==> src/rtl/apb_mem_pkg.sv <==
// apb_mem_pkg: shared types and defaults for the APB-to-memory controller.
//   state_t        - controller FSM states (IDLE, CMD, RESP)
//   *_W_DEF        - default widths for APB address, memory address and data
//   addr_in_range  - true when no address bit at or above addr_w is set
package apb_mem_pkg;

  localparam int unsigned PADDR_W_DEF = 12;
  localparam int unsigned ADDR_W_DEF  = 8;
  localparam int unsigned DATA_W_DEF  = 8;

  typedef enum logic [1:0] {
    IDLE,
    CMD,
    RESP
  } state_t;

  function automatic logic addr_in_range(input logic [31:0] paddr,
                                         input int unsigned addr_w);
    return (paddr >> addr_w) == '0;
  endfunction

endpackage

==> src/rtl/apb_mem_ctrl.sv <==
// apb_mem_ctrl: APB3 completer driving a single-port memory with a one-cycle
// registered read. Every transfer takes setup + CMD + RESP; the memory strobes
// are high only in CMD, pready is high only in RESP.
//
// Ports:
//   clk, rst                 - clock, synchronous active-high reset
//   psel, penable, pwrite    - APB control
//   paddr, pwdata            - APB address / write data (sampled in setup)
//   prdata, pready, pslverr  - APB response
//   mem_ce, mem_wren, mem_rden, mem_addr, mem_wr_data - memory command
//   mem_rd_data              - memory read data, valid the cycle after rden
//
// Build option: define APB_MEM_ERR_EN to reject addresses with any bit set
// above ADDR_W (no memory access, pslverr in RESP). Without it the upper
// address bits are ignored and the memory aliases.
module apb_mem_ctrl
  import apb_mem_pkg::*;
#(
  parameter int unsigned PADDR_W = PADDR_W_DEF,
  parameter int unsigned ADDR_W  = ADDR_W_DEF,
  parameter int unsigned DATA_W  = DATA_W_DEF
) (
  input  logic               clk,
  input  logic               rst,
  input  logic               psel,
  input  logic               penable,
  input  logic               pwrite,
  input  logic [PADDR_W-1:0] paddr,
  input  logic [DATA_W-1:0]  pwdata,
  output logic [DATA_W-1:0]  prdata,
  output logic               pready,
  output logic               pslverr,
  output logic               mem_ce,
  output logic               mem_wren,
  output logic               mem_rden,
  output logic [ADDR_W-1:0]  mem_addr,
  output logic [DATA_W-1:0]  mem_wr_data,
  input  logic [DATA_W-1:0]  mem_rd_data
);

  state_t              state, state_n;
  logic                ce_n, wren_n, rden_n;
  logic [ADDR_W-1:0]   addr_n;
  logic [DATA_W-1:0]   wdata_n;
  logic                rd_q, rd_n;     // current transfer is a read
  logic                err_q, err_n;   // current transfer is out of range
  logic                in_rng;

`ifdef APB_MEM_ERR_EN
  assign in_rng  = addr_in_range(32'(paddr), ADDR_W);
  assign pslverr = (state == RESP) && err_q;
`else
  logic unused_paddr_hi;
  assign unused_paddr_hi = ^paddr[PADDR_W-1:ADDR_W];
  assign in_rng  = 1'b1;
  assign pslverr = 1'b0;
`endif

  assign pready = (state == RESP);
  assign prdata = (state == RESP && rd_q && !err_q) ? mem_rd_data : '0;

  always_comb begin
    state_n = state;
    ce_n    = 1'b0;
    wren_n  = 1'b0;
    rden_n  = 1'b0;
    addr_n  = mem_addr;
    wdata_n = mem_wr_data;
    rd_n    = rd_q;
    err_n   = err_q;
    case (state)
      IDLE: begin
        // Only a true setup phase starts a transfer; an access phase seen
        // from IDLE has no matching setup and is ignored.
        if (psel && !penable) begin
          state_n = CMD;
          addr_n  = paddr[ADDR_W-1:0];
          wdata_n = pwdata;
          rd_n    = !pwrite;
          err_n   = !in_rng;
          ce_n    = in_rng;
          wren_n  = pwrite && in_rng;
          rden_n  = !pwrite && in_rng;
        end
      end
      // Strobes fall back to 0 by default; the memory has acted at this edge,
      // so dropping psel here cannot undo a write.
      CMD:     state_n = psel ? RESP : IDLE;
      RESP:    state_n = IDLE;
      default: state_n = IDLE;
    endcase
  end

  always_ff @(posedge clk) begin
    if (rst) begin
      state       <= IDLE;
      mem_ce      <= 1'b0;
      mem_wren    <= 1'b0;
      mem_rden    <= 1'b0;
      mem_addr    <= '0;
      mem_wr_data <= '0;
      rd_q        <= 1'b0;
      err_q       <= 1'b0;
    end else begin
      state       <= state_n;
      mem_ce      <= ce_n;
      mem_wren    <= wren_n;
      mem_rden    <= rden_n;
      mem_addr    <= addr_n;
      mem_wr_data <= wdata_n;
      rd_q        <= rd_n;
      err_q       <= err_n;
    end
  end

endmodule

==> config.mk <==
export PLATFORM = sky130hd
export DESIGN_NAME = apb_mem_ctrl
export DESIGN_NICKNAME = d
export VERILOG_FILES = /design/src/rtl/apb_mem_pkg.sv /design/src/rtl/apb_mem_ctrl.sv
export SDC_FILE = /design/constraint.sdc
export NUM_CORES = 1
export LEC_CHECK = 0
export ABC_AREA = 1
export ABC_CLOCK_PERIOD_IN_PS = 1000
export BUFFER_PORTS_ARGS = -buffer_cell sky130_fd_sc_hd__buf_2
export CAP_MARGIN = 5
export CORE_ASPECT_RATIO = 0.8
export CORE_UTILIZATION = 38
export CTS_CLUSTER_SIZE = 8
export DETAILED_ROUTE_END_ITERATION = 12
export HOLD_SLACK_MARGIN = 0.1
export PLACE_DENSITY = 0.86
export SETUP_SLACK_MARGIN = 0.15
export SLEW_MARGIN = 5
export SYNTH_ARGS = -nofsm -noshare
export SYNTH_HDL_FRONTEND = slang
export SYNTH_SLANG_ARGS = --single-unit
==> constraint.sdc <==
create_clock -name clk -period 1 [get_ports clk]
set_input_delay 0.05 -clock clk [delete_from_list [all_inputs] [get_ports clk]]
set_output_delay 0.05 -clock clk [all_outputs]
set_load 0.005 [all_outputs]
==> impl_metrics.json, run 1 <==
{
  "min_period_ns": 1.20,
  "start_util_pct": 40.8,
  "cts_sinks": 22,
  "core_area_um2": 2500,
  "synth.avg_cell_area_um2": 7.05,
  "grt_pass1_wl_um": 4900,
  "max_freq_mhz": 837,
  "synth_top_area_share_pct": 43.1,
  "cp.arrival_ns": 1.15,
  "cap_violations": 0,
  "gp_congestion": 0.686,
  "powerDensity_nw_per_um2": 1070,
  "post-route-period-util_pct": 120,
  "yosys_register_bits": 22,
  "ios": 62,
  "die_w_um": 60.0,
  "die-area_um2": 2900,
  "power.leakage_nw": 0.961,
  "wl_um": 2950,
  "violations": "setup timing",
  "dp_slack_ns": 0.0335,
  "path_max_fanout": 8,
  "crit_required_ns": 0.95,
  "synth.area.top_cells": "dfxtp_1 (43%), nor2_1 (9.9%), inv_1 (9.5%)",
  "hold_path.class": "input port to flop",
  "final_hold_viol_count": 0,
  "ant_nets": 0,
  "endpoint_kind": "output port",
  "htreeDepth": 1,
  "numCtsBuffers": 3,
  "grt_max_degree": 19,
  "cts_root_buf": "clkbuf_4",
  "setup_slack_ns": -0.195,
  "dp_hpwl_um": 1570,
  "critPathKind": "flop to output port",
  "postSynthCellCount": 145,
  "postLayoutCoreUtil_pct": 70.2,
  "grt_overflow": 0,
  "final_common_cell": "buf_2",
  "std_cell_rows": 16,
  "status": "finished, violations left",
  "synth_warnings": 0,
  "drt_iter0_markers": 42,
  "via_per_inst": 4.44,
  "wl_per_cell_um": 11.2,
  "final_cell_mix": "buf_2 (55), inv_1 (25), nor2_1 (22), dlygate4sd3_1 (19), a21oi_1 (16)",
  "drcViolationCount": 0,
  "tritoncts": "done",
  "clkTransAtPathRegs_ns": 0.12,
  "synth_top_area_cell": "dfxtp_1",
  "clock_latency_ns": 0.30,
  "dr.pass1.iters": 4,
  "synthToLayoutAreaGrowth_pct": 71.8,
  "antenna_cells_inserted": 0,
  "drive_above_1_share_pct": 52.9,
  "grtUsageTotal_pct": 21.7,
  "die_h_um": 48.4,
  "antenna_found_initial": 0,
  "cts_max_path_buffers": 2,
  "finalMaxSlewViolations": 0,
  "io_buffers": 56,
  "setup-tns-final_ns": -4.45,
  "nets": 261,
  "ys_seq_area_share_pct": 43.1,
  "ir_worst_vdd_v": 0.000681,
  "syn-num-nets": 178,
  "finalSetupViolCount": 29,
  "first_global_vias": 1170,
  "cp-start-kind": "flop",
  "num_vias": 1169,
  "finalClockSkew_ns": 0.00549,
  "synth.distinct_cells": 15,
  "rsz0062_at_grt": "yes",
  "synth.cell_area_um2": 1020
}
[Yosys cell counts]
master   number
nor2_1       27
inv_1        26
dfxtp_1      22
nand2_1      19
nand3_1      17
a21oi_1      16
buf_6         6
inv_2         3
nor2_4        2
nor3_1        2
buf_2         1
buf_4         1
conb_1        1
nand2_2       1
nand4_2       1
[per-stage QoR]
step	power [mW]	cell area [um^2]	cells	hold WS (ns)
2_1_floorplan	1.16	1030	145	0.119
4_1_cts	1.86	1710	263	0.0745
3_5_place_dp	1.28	1320	235	0.289
3_3_place_gp	1.27	1320	235	0.284
6_report	1.88	1760	263	0.102
5_1_grt	1.99	1760	263	0.108
[state kept, by name (all words and copies together) (netlist names)]
signal / flops
mem_addr: 8
mem_wr_data: 8
state: 2
mem_ce: 1
mem_rden: 1
mem_wren: 1
rd_q: 1
[cell type report]
type | instances | area (um^2)
Fill cell | 208 | 746
Timing Repair Buffer | 86 | 582
Multi-Input combinational cell | 86 | 522
Sequential cell | 22 | 463
Inverter | 29 | 109
Tap cell | 36 | 45.0
Clock buffer | 4 | 36.3
[cells by family after synthesis]
group	Yosys count	share of synthesized area [%]
other	1	0.367
buffers and inverters	37	18.5
and+or+nand+nor	69	30.2
DFF	22	43.1
AOI/OAI and AO/OA	16	7.83
[worst max-delay path: stages (launching register included)]
cell     delay (ns)
dfxtp_4        0.38
nor2_4         0.14
nand2_4        0.10
nor2_2         0.11
buf_2          0.12
[repair_timing]
| item | CTS | global route |
|---|---|---|
| gates cloned | 3 | 0 |
| pin swaps | 10 | 5 |
| gates resized for setup | 31 | 24 |
| endpoints found under the setup margin | 27 | 45 |
| hold endpoints to repair | 22 | 0 |
| hold buffers | 19 | 0 |
| setup buffers | 2 | 0 |
[power breakdown]
part / internal, mW / total [mW] / switching, mW
Sequential: 0.935 / 0.965 / 0.0296
Clock: 0.222 / 0.485 / 0.263
Combinational: 0.223 / 0.432 / 0.209
[path summary, 6_finish.rpt]
check	cells after the start	slack [ns]	end	startpoint
setup / recovery	4	-0.20	prdata[3]	state[0]
setup reg to reg	6	-0.20	mem_wr_data[3]	state[1]
hold reg to reg	2	0.48	mem_addr[5]	mem_addr[5]
hold / removal	4	0.10	mem_ce	penable
[routing by layer]
metal  share of wire, %  global-route usage, %
met5                  0                      0
met4                1.1                   4.65
met3                3.4                   5.88
met2                 56                   40.4
met1                 39                   23.9
Note: power is estimated with default switching activity, not from simulation.
==> run 2, diff against run 1 <==
--- a/config.mk
+++ b/config.mk
@@ -9,7 +9,7 @@
 export ABC_CLOCK_PERIOD_IN_PS = 1000
 export BUFFER_PORTS_ARGS = -buffer_cell sky130_fd_sc_hd__buf_2
 export CAP_MARGIN = 5
-export CORE_ASPECT_RATIO = 0.8
+export CORE_ASPECT_RATIO = 1.4
 export CORE_UTILIZATION = 38
 export CTS_CLUSTER_SIZE = 8
 export DETAILED_ROUTE_END_ITERATION = 12
==> run 2 against run 1 <==
Compared with the run above:
- the flow still finishes with violations (setup timing)
- clock power up 1%
- largest power group unchanged
- count of clock-buffer cells in the layout unchanged
- sequential share of layout area down 0.87 points
- utilization up 3.4 points
- highest routed layer unchanged
- first-iteration DRC count down 52%
- critical path type is now flop to flop
==> impl_metrics.json, run 2 (synthesized netlist as in run 1, its figures left out) <==
{
  "num_vias": 1210,
  "die_w_um": 45.8,
  "ios": 62,
  "critPathKind": "flop to flop",
  "drive_above_1_share_pct": 50.4,
  "ant_nets": 0,
  "violations": "setup timing",
  "cts_root_buf": "clkbuf_4",
  "antenna_cells_inserted": 0,
  "power.leakage_nw": 1.00,
  "whs_ns": 0.0959,
  "endpoint_kind": "flop",
  "first_global_vias": 1082,
  "tritoncts": "done",
  "nets": 264,
  "core_area_um2": 2470,
  "powerDensity_nw_per_um2": 1060,
  "io_buffers": 56,
  "start_util_pct": 41.4,
  "slowest_delay_ns": 0.38,
  "final_common_cell": "buf_2",
  "rsz0062_at_grt": "yes",
  "status": "finished, violations left",
  "drt_iter0_markers": 20,
  "gp_congestion": 0.666,
  "die_h_um": 63.4,
  "whs_path_depth": 4,
  "grt_pass1_wl_um": 4560,
  "wl_per_cell_um": 12.2,
  "max_freq_mhz": 815,
  "path_max_fanout": 6,
  "r2r_cells": 7,
  "cts_hold_buffers": 19,
  "cp.arrival_ns": 1.44,
  "antenna_found_initial": 0,
  "htreeDepth": 1,
  "finalMaxSlewViolations": 0,
  "top_regs": "mem_addr x8, mem_wr_data x8, state x2",
  "cts_sinks": 22,
  "grtUsageTotal_pct": 21.4,
  "grt_max_degree": 19,
  "numCtsBuffers": 3,
  "postLayoutCoreUtil_pct": 73.6,
  "drcViolationCount": 0,
  "finalClockSkew_ns": 0.000574,
  "post-route-period-util_pct": 123,
  "clock_latency_ns": 0.30,
  "die-area_um2": 2900,
  "cap_violations": 0,
  "final_hold_viol_count": 0,
  "crit_chain": "buf_4 > nor2_4 > buf_6 > clkbuf_16 > nand3_1 > nand2_1 > nor2_1",
  "grt_overflow": 0,
  "dp_cells": 231,
  "hold_path.class": "input port to flop",
  "setup_slack_ns": -0.227,
  "dp_hpwl_um": 1600,
  "synthToLayoutAreaGrowth_pct": 77.7,
  "cp-start-kind": "flop",
  "wl_um": 3220,
  "cts_max_path_buffers": 2,
  "dr.pass1.iters": 4,
  "clkTransAtPathRegs_ns": 0.12,
  "cp_slowest_cell": "dfxtp_4",
  "crit_required_ns": 1.21,
  "via_per_inst": 4.58,
  "final_cell_mix": "buf_2 (57), inv_1 (26), nor2_1 (21), dlygate4sd3_1 (19), a21oi_1 (16)",
  "finalSetupViolCount": 30,
  "min_period_ns": 1.23,
  "instances_no_fill": 264,
  "r2r_slack_ns": -0.23,
  "ir_worst_vdd_v": 0.000884,
  "std_cell_rows": 21
}
run 2: cell count changes in the layout (fill, tap and decap cells not counted), sizes merged:
cell    before  now
clkbuf       4    5
buf         67   69
run 2: final timing paths:
check | startpoint | to
setup / recovery | state[0] | mem_addr[2]
hold / removal | penable | mem_ce
setup reg to reg | state[0] | mem_addr[2]
hold reg to reg | mem_wr_data[0] | mem_wr_data[0]
run 2: cell type report:
type                            instances  area [um^2]
Timing Repair Buffer                   89          667
Tap cell                               34         42.5
Fill cell                             184          653
Inverter                               29          109
Clock buffer                            4         36.3
Multi-Input combinational cell         86          499
Sequential cell                        22          463
run 2: worst max-delay path: cells and delay by family (launching register included):
family                 cells  cell delay, ns
buffers and inverters      3            0.42
flip-flops                 1            0.38
AND/OR/NAND/NOR            4            0.34
run 2: metrics by stage:
stage | setup slack (ns) | instance area, um^2 | power [mW] | TNS (ns)
after floorplan | 0.0834 | 1030 | 1.16 | 0
after CTS | -0.164 | 1680 | 1.87 | -3.48
after global routing | -0.303 | 1820 | 2.04 | -6.82
after detailed placement | 0.0328 | 1340 | 1.29 | 0
after global placement | 0.0445 | 1340 | 1.28 | 0
final | -0.227 | 1820 | 1.92 | -5.03
run 2: timing repair:
item | 4_1_cts | 5_1_grt
pin swaps | 3 | 5
gates cloned | 2 | 1
endpoints found under the setup margin | 28 | 45
hold endpoints to repair | 22 | 3
setup buffers | 6 | 1
resized for setup | 10 | 36
run 2: routing by layer:
layer / track usage, % / share of wire (%) / vias to the layer above / routed length [um]
met3: 1.72 / 4.7 / 12 / 152
met4: 13.2 / 3.2 / 0 / 103
li1: - / - / 609 / -
met2: 37.1 / 53 / 49 / 1710
met1: 23.6 / 39 / 540 / 1250
met5: 0 / 0 / - / 0
run 2: report_power, final:
group / total, mW / leakage (nW) / internal, mW / switching, mW
combinational: 0.470 / 0.792 / 0.252 / 0.218
clock: 0.491 / 0.0210 / 0.222 / 0.269
sequential: 0.963 / 0.187 / 0.935 / 0.0276
total: 1.92 / 1.00 / 1.41 / 0.514
==> run 3, diff against run 2 <==
--- a/config.mk
+++ b/config.mk
@@ -15,6 +15,7 @@
 export DETAILED_ROUTE_END_ITERATION = 12
 export HOLD_SLACK_MARGIN = 0.1
 export PLACE_DENSITY = 0.86
+export REMOVE_ABC_BUFFERS = 1
 export SETUP_SLACK_MARGIN = 0.15
 export SLEW_MARGIN = 5
 export SYNTH_ARGS = -nofsm -noshare
==> run 3 against run 2 <==
Compared with the run above:
- largest cell class unchanged
- largest power group unchanged
- via count fell by 4.3%
- the flow still finishes with violations (setup timing)
- critical path depth did not move
- critical endpoint is now mem_addr[4]
- die area did not move
- total power fell by 6.1%
- critical path type unchanged
==> impl_metrics.json, run 3 (synthesized netlist as in run 1, its figures left out) <==
{
  "finalMaxSlewViolations": 0,
  "grt_max_degree": 22,
  "start_util_pct": 41.4,
  "drive_above_1_share_pct": 47.3,
  "cp.arrival_ns": 1.40,
  "finalSetupViolCount": 27,
  "cp_slowest_cell": "dfxtp_4",
  "cap_violations": 0,
  "die_h_um": 63.4,
  "grt_pass1_wl_um": 4020,
  "rsz0062_at_grt": "yes",
  "die_w_um": 45.8,
  "grtUsageTotal_pct": 18.9,
  "numCtsBuffers": 3,
  "drt_iter0_markers": 21,
  "dp_hpwl_um": 1470,
  "cp-start-kind": "flop",
  "final_common_cell": "buf_2",
  "antenna_cells_inserted": 0,
  "cts_max_path_buffers": 2,
  "max_freq_mhz": 832,
  "crit_top_cell": "buf_12",
  "status": "finished, violations left",
  "violations": "setup timing",
  "via_per_inst": 4.45,
  "dr.pass1.iters": 4,
  "htreeDepth": 1,
  "setup_slack_ns": -0.203,
  "wl_per_cell_um": 11.1,
  "drcViolationCount": 0,
  "clkTransAtPathRegs_ns": 0.11,
  "ant_nets": 0,
  "path_max_fanout": 7,
  "grt_overflow": 0,
  "power.leakage_nw": 0.990,
  "antenna_found_initial": 0,
  "dp_slack_ns": 0.00592,
  "std_cell_rows": 21,
  "critPathKind": "flop to flop",
  "tritoncts": "done",
  "postLayoutCoreUtil_pct": 72.7,
  "crit_chain": "buf_4 > nor2_4 > buf_12 > buf_12 > nand3_1 > nand2_1 > nor2_1",
  "post-route-period-util_pct": 120,
  "whs_path_depth": 4,
  "endpoint_kind": "flop",
  "synthToLayoutAreaGrowth_pct": 75.8,
  "ir_worst_vdd_v": 0.000757,
  "gp_congestion": 0.647,
  "final_hold_viol_count": 0,
  "first_global_vias": 949,
  "top_regs": "mem_addr x8, mem_wr_data x8, state x2",
  "r2r_cells": 7,
  "num_vias": 1158,
  "cts_root_buf": "clkbuf_4",
  "ios": 62,
  "cts_hold_buffers": 19,
  "die-area_um2": 2900,
  "crit_required_ns": 1.20,
  "finalClockSkew_ns": 0.00352,
  "clock_latency_ns": 0.29,
  "hold_path.class": "input port to flop",
  "io_buffers": 56,
  "core_area_um2": 2470,
  "powerDensity_nw_per_um2": 1000,
  "wl_um": 2890,
  "nets": 261,
  "final_cell_mix": "buf_2 (54), inv_1 (25), nor2_1 (23), dlygate4sd3_1 (19), nand2_1 (17)",
  "slowest_delay_ns": 0.36,
  "num-fill-cells": 207,
  "cts_sinks": 22,
  "setup-tns-final_ns": -4.04,
  "min_period_ns": 1.20
}
run 3: cell count changes in the layout (fill, tap and decap cells not counted), moves of 2 or more:
| cell | delta |
|---|---|
| clkbuf_16 | +2 |
| nand2_2 | -2 |
| buf_2 | -3 |
| dfxtp_2 | -4 |
| nor2_1 | +2 |
| nand2_1 | +2 |
| buf_6 | -2 |
| dfxtp_1 | +3 |
run 3: path summary, 6_finish.rpt:
| path | startpoint | end | slack [ns] |
|---|---|---|---|
| worst max register to register | state[1] | mem_addr[4] | -0.20 |
| worst max-delay path | state[1] | mem_addr[4] | -0.20 |
| worst min-delay path | penable | state[0] | 0.06 |
| worst min register to register | mem_wr_data[5] | mem_wr_data[5] | 0.48 |
run 3: layout make-up:
| class | instances | area (um^2) | share of cell area (%) |
|---|---|---|---|
| inverter | 29 | 109 | 6.06 |
| clock buffer | 3 | 22.5 | 1.25 |
| multi-input combinational | 86 | 489 | 27.2 |
| sequential | 22 | 462 | 25.7 |
| timing repair buffer | 86 | 672 | 37.4 |
| tap | 34 | 42.5 | 2.37 |
run 3: per-layer routing:
metal,routed length [um],track usage [%],vias up
met5,0,0,-
met4,28,7.72,0
met3,117,2.01,4
met2,1640,35.0,39
met1,1100,20.3,516
li1,-,-,599
run 3: repair_timing:
item	CTS	global route
gates resized for setup	8	31
cloned	0	4
endpoints found under the hold margin	22	3
pin swaps	4	4
buffers inserted	2	1
setup endpoints to repair	29	41
run 3: power breakdown:
part	total [mW]	internal [mW]	leakage [nW]	switching [mW]
Clock	0.381	0.140	0.0138	0.241
Sequential	0.961	0.931	0.186	0.0297
Combinational	0.463	0.256	0.790	0.207
Total	1.81	1.33	0.990	0.478
run 3: worst max-delay path: cells and delay by family, from the launching register on:
| kind | cells | cell delay (ns) |
|---|---|---|
| buf+inv | 3 | 0.42 |
| flops | 1 | 0.36 |
| simple gates | 4 | 0.32 |
run 3: stage by stage:
step,power (mW),instances,instance area (um^2),hold slack (ns)
final,1.81,260,1800,0.0565
after global routing,1.92,260,1800,0.0455
after CTS,1.73,255,1580,0.0582
after detailed placement,1.28,231,1320,0.292
after global placement,1.27,231,1320,0.288
after floorplan,1.12,137,942,0.122
